===== config.mk =====
export PLATFORM = sky130hd
export DESIGN_NAME = moore_seq_detector
export DESIGN_NICKNAME = d
export VERILOG_FILES = /design/src/rtl/moore_det_pkg.sv /design/src/rtl/moore_det_window.sv /design/src/rtl/moore_seq_detector.sv
export SDC_FILE = /design/constraint.sdc
export NUM_CORES = 1
export LEC_CHECK = 0
export ABC_AREA = 1
export BUFFER_PORTS_ARGS = -buffer_cell sky130_fd_sc_hd__buf_2
export CORE_ASPECT_RATIO = 1.75
export CORE_MARGIN = 2
export CORE_UTILIZATION = 35
export DETAILED_ROUTE_END_ITERATION = 16
export SYNTH_ARGS = -nofsm -noshare
export SYNTH_HDL_FRONTEND = slang
export SYNTH_HIERARCHICAL = 1
export SYNTH_SLANG_ARGS = --single-unit

===== constraint.sdc =====
create_clock -name clk -period 3.77 [get_ports clk]
set_clock_uncertainty 0.15 [all_clocks]
set_input_delay 0.754 -clock clk [delete_from_list [all_inputs] [get_ports clk]]
set_output_delay 0.754 -clock clk [all_outputs]
set_load 0.1 [all_outputs]

===== src/rtl/moore_det_pkg.sv =====
// Shared types and helpers for the programmable Moore sequence detector.
package moore_det_pkg;

    typedef enum logic [1:0] {
        IDLE  = 2'd0,
        FILL  = 2'd1,
        ARMED = 2'd2,
        HIT   = 2'd3
    } state_t;

    // Width needed to count 0..pat_w inclusive.
    function automatic int fill_width(input int pat_w);
        return $clog2(pat_w + 1);
    endfunction

endpackage


===== src/rtl/moore_det_window.sv =====
// Serial shift window with a saturating fill counter and masked pattern
// comparator. Match/full are computed on the post-shift window so the FSM
// can step straight to HIT on the completing bit.
module moore_det_window
    import moore_det_pkg::*;
#(
    parameter int PAT_W = 4
) (
    input  logic             clk,
    input  logic             rst,
    input  logic             shift,
    input  logic             bit_in,
    input  logic             clr_window,
    input  logic             clr_fill,
    input  logic [PAT_W-1:0] pattern,
    input  logic [PAT_W-1:0] mask,
    output logic             match_next,
    output logic             full_next
);

    localparam int             FW   = fill_width(PAT_W);
    localparam logic [FW-1:0]  FULL = FW'(PAT_W);

    logic [PAT_W-1:0] window;
    logic [PAT_W-1:0] window_next;
    logic [FW-1:0]    fill;
    logic [FW-1:0]    fill_next;

    assign window_next = shift ? {window[PAT_W-2:0], bit_in} : window;
    assign fill_next   = (shift && (fill != FULL)) ? fill + FW'(1) : fill;
    assign full_next   = (fill_next == FULL);
    // Masked-off bits always compare equal; an all-zero mask matches any full window.
    assign match_next  = full_next && (&((window_next ~^ pattern) | ~mask));

    // Window and fill registers; clears take priority over shifting.
    always_ff @(posedge clk) begin
        if (rst) begin
            window <= '0;
            fill   <= '0;
        end else begin
            if (clr_window)
                window <= '0;
            else
                window <= window_next;
            if (clr_fill)
                fill <= '0;
            else
                fill <= fill_next;
        end
    end

endmodule


===== src/rtl/moore_seq_detector.sv =====
// Runtime-programmable Moore serial sequence detector with don't-care mask,
// overlap/non-overlap mode and a saturating match counter.
module moore_seq_detector
    import moore_det_pkg::*;
#(
    parameter int               PAT_W       = 4,
    parameter int               CNT_W       = 8,
    parameter logic [PAT_W-1:0] RST_PATTERN = PAT_W'(4'b1011),
    parameter logic [PAT_W-1:0] RST_MASK    = '1,
    parameter logic             RST_OVERLAP = 1'b1
) (
    input  logic             clk,
    input  logic             rst,
    input  logic             en,
    input  logic             cfg_we,
    input  logic [PAT_W-1:0] cfg_pattern,
    input  logic [PAT_W-1:0] cfg_mask,
    input  logic             cfg_overlap,
    input  logic             bit_valid,
    input  logic             bit_in,
    input  logic             clr_count,
    output logic             detect,
    output logic [1:0]       state_o,
    output logic [CNT_W-1:0] match_count,
    output logic             count_sat
);

    localparam logic [CNT_W-1:0] CNT_MAX = '1;

    state_t           state;
    state_t           state_next;
    logic [PAT_W-1:0] pattern;
    logic [PAT_W-1:0] mask;
    logic             overlap;
    logic             accept;
    logic             match_next;
    logic             full_next;
    logic             hit_event;
    logic             clr_fill;

    assign accept    = bit_valid & en & ~cfg_we & ~rst;
    assign hit_event = accept & match_next;
    // Non-overlap restarts the window count on the edge entering HIT.
    assign clr_fill  = cfg_we | ~en | (hit_event & ~overlap);

    moore_det_window #(.PAT_W(PAT_W)) u_window (
        .clk        (clk),
        .rst        (rst),
        .shift      (accept),
        .bit_in     (bit_in),
        .clr_window (cfg_we),
        .clr_fill   (clr_fill),
        .pattern    (pattern),
        .mask       (mask),
        .match_next (match_next),
        .full_next  (full_next)
    );

    // Configuration registers, loaded on cfg_we.
    always_ff @(posedge clk) begin
        if (rst) begin
            pattern <= RST_PATTERN;
            mask    <= RST_MASK;
            overlap <= RST_OVERLAP;
        end else if (cfg_we) begin
            pattern <= cfg_pattern;
            mask    <= cfg_mask;
            overlap <= cfg_overlap;
        end
    end

    // State register.
    always_ff @(posedge clk) begin
        if (rst)
            state <= IDLE;
        else
            state <= state_next;
    end

    // Next-state logic: disable, then reconfigure, then accepted bit, then idle drift.
    always_comb begin
        state_next = state;
        if (!en)
            state_next = IDLE;
        else if (cfg_we)
            state_next = FILL;
        else if (accept)
            state_next = match_next ? HIT : (full_next ? ARMED : FILL);
        else begin
            case (state)
                IDLE:    state_next = FILL;
                HIT:     state_next = overlap ? ARMED : FILL;
                default: state_next = state;
            endcase
        end
    end

    // Saturating match counter with sticky overflow flag; clear beats a match.
    always_ff @(posedge clk) begin
        if (rst || clr_count) begin
            match_count <= '0;
            count_sat   <= 1'b0;
        end else if (hit_event) begin
            if (match_count == CNT_MAX)
                count_sat <= 1'b1;
            else
                match_count <= match_count + CNT_W'(1);
        end
    end

    assign detect  = (state == HIT);
    assign state_o = state;

endmodule

==> out/metrics.yaml <==
sta:
  setup-violations-final: 0
  timing_hold_violations_final: 0
  post-route-min-period_ns: 2.88
  tns_ns: 0
  relSlewSlack: 0.678
  drv_slew: 0
  rsz0062_at_grt: "no"
  post-route-period-util: 0.765
  max_freq_ghz: 0.347
  max_slew.worst_pin.slew_ns: 0.486
route:
  drt-vias-per-instance: 4.63
  drt-initial-drc-count: 14
  antenna_violating_nets_post_route: 0
  vias: 1320
  drt_first_pass_iters: 4
  route.detailed.drc: 0
  post_drt_wl_per_cell_um: 10.8
  wl_um: 3090
cts:
  post_cts_buffers: 0
  clkSlewWorstSetupHoldPaths_ns: 0.09
  cts_hold_buf: 0
  clock-sinks: 27
  cts_buffers: 3
  cts-htree-levels: 1
  cts-root-buf: "clkbuf_8"
  insertion_delay_ns: 0.27
  cts_resized: 0
  clock_path_buffers: 2
  tritoncts: "done"
floorplan:
  rows: 31
  ios: 28
  die_w_um: 52.7
  core_area_sq_um: 4070
  fp.dieH_um: 89.2
  initial_core_util: 0.356
  dieArea_sq_um: 4690
synth:
  synth-edff-count: 0
  synth_top_area_frac: 0.373
  yosysWarnings: 6
  netlist_instances: 207
  synth_common_cells: "nand2_1, dfxtp_1, inv_1"
  yosysMostFrequentCell: "nand2_1"
  yosys.area.top_type: "dfxtp_1"
  yosysSeqAreaShare: 0.373
  synth_seq_cells: 27
  synth-main-ff-cell: "dfxtp_1"
  synth_cell_type_count: 27
  synth_nets: 226
  synth.avg_cell_area_sq_um: 7.01
  synth.cell_area_sq_um: 1450
  synth-async-reset-ratio: 0
  synthTopCellsByArea: "dfxtp_1, nand2_1, nand3_1, inv_1, a21oi_1"
final_layout:
  antennaDiodeCount: 0
  multi_input_area_sq_um: 810
  layout-area-overhead-vs-synth_pct: 16.0
  drive_gt1_frac: 0.195
  seq_area_sq_um: 541
  finalNetCount: 256
  fillers: 454
global_routing:
  grt_util_met1: 0.150
  gr-max-usage-layer: "met2"
  grt-ovfl-total: 0
  grt_start_max_net_pins: 16
  grt_first_pass_wirelength_um: 5240
  grt_pass1_vias: 1284
  gr-usage-met2: 0.298
  grt_usage: 0.147
  antenna_found_initial: 0
  met3_usage: 0.0151
critical_path:
  crit_type: "input pin to register"
  cp-end-kind: "register"
  crit_required_ns: 3.79
  critPathMaxFanout: 12
  start_kind: "input pin"
  cp.arrival_ns: 2.90
power_and_ir_drop:
  p_leak_nw: 0.790
  irDropWorstVdd_uv: 194
  power_mw: 0.512
  p_per_area_nw_per_um2: 304
placement:
  io_buffers: 27
  hpwl_um: 2460
  place_congestion: 0.836
min_path:
  hp-class: "register to register"
run_status:
  status: "finished clean"
run:
  max_cap_viol_count: 0
[power by group]
part / switching [mW] / internal [mW]
logic: 0.0314 / 0.0175
clock network: 0.0917 / 0.0740
registers: 0.00468 / 0.293
[final cells by class]
type	instances	area share
multi-input combinational	154	0.481
sequential	27	0.321
timing repair buffer	27	0.0803
inverter	24	0.0535
tap	49	0.0364
clock buffer	3	0.0245
clock inverter	1	0.00297
[critical path: stages]
cell	delay (ns)
buf_2	0.18
nor2_4	0.19
nand3_2	0.16
inv_1	0.19
inv_2	0.10
a21oi_4	0.19
xor2_2	0.18
nand3_1	0.12
nor2_1	0.27
nand4_4	0.17
o211ai_1	0.17
or2_1	0.16
nor2_1	0.05
[routing by layer]
layer,part of all wire,up-vias
met5,0,-
li1,-,707
met4,0.0068,0
met3,0.026,2
met2,0.57,20
met1,0.39,591
[metrics by stage]
stage / setup slack, ns / utilization / instance area [sq um] / hold WS, ns / std cells
floorplan: 1.05 / - / 1450 / 0.280 / 207
global placement: 0.635 / 0.402 / 1640 / 0.289 / 281
detailed placement: 0.581 / 0.402 / 1640 / 0.295 / 281
CTS: 0.876 / 0.413 / 1680 / 0.320 / 285
global route: 0.640 / 0.413 / 1680 / 0.339 / 285
finish: 0.887 / 0.413 / 1680 / 0.312 / 285
[cell usage in the layout, fill, tap and decap left out, drive strengths merged]
master	netlist	final
or2	3	3
nand4	2	2
nor2	19	19
nand3	22	22
xnor2	2	2
o211ai	1	1
buf	2	27
clkbuf	0	3
nand2	75	75
o21ai	6	6
clkinv	1	2
xor2	2	2
inv	23	23
ha	3	3
dfxtp	27	27
nand3b	4	4
a21oi	15	15
[path summary, 6_finish.rpt]
path                                       to                   startpoint  depth (start not counted)  slack [ns]
setup / recovery  u_window/fill[1]$_SDFF_PP0_                       cfg_we                         13        0.89
hold / removal           mask[1]$_SDFFE_PP1P_         mask[1]$_SDFFE_PP1P_                          2        0.31
setup reg to reg  u_window/fill[1]$_SDFF_PP0_  u_window/fill[0]$_SDFF_PP0_                         10        1.52
hold reg to reg          mask[1]$_SDFFE_PP1P_         mask[1]$_SDFFE_PP1P_                          2        0.31
[kinds of logic after synthesis]
kind of cell	synth area share
AO/OA/AOI/OAI	0.0854
XOR/XNOR	0.0293
buffers and inverters	0.0690
flip-flops	0.373
AND/OR/NAND/NOR	0.418
adder cells (fa/ha/maj)	0.0259
[sequential cells by signal, indices dropped and copies added (netlist names)]
name and flops:
count_sat 1, overlap 1, u_window/window 4, state_o 2, pattern 4, match_count 8, u_window/fill 3, mask 4
(Power assumes the default switching activity.)
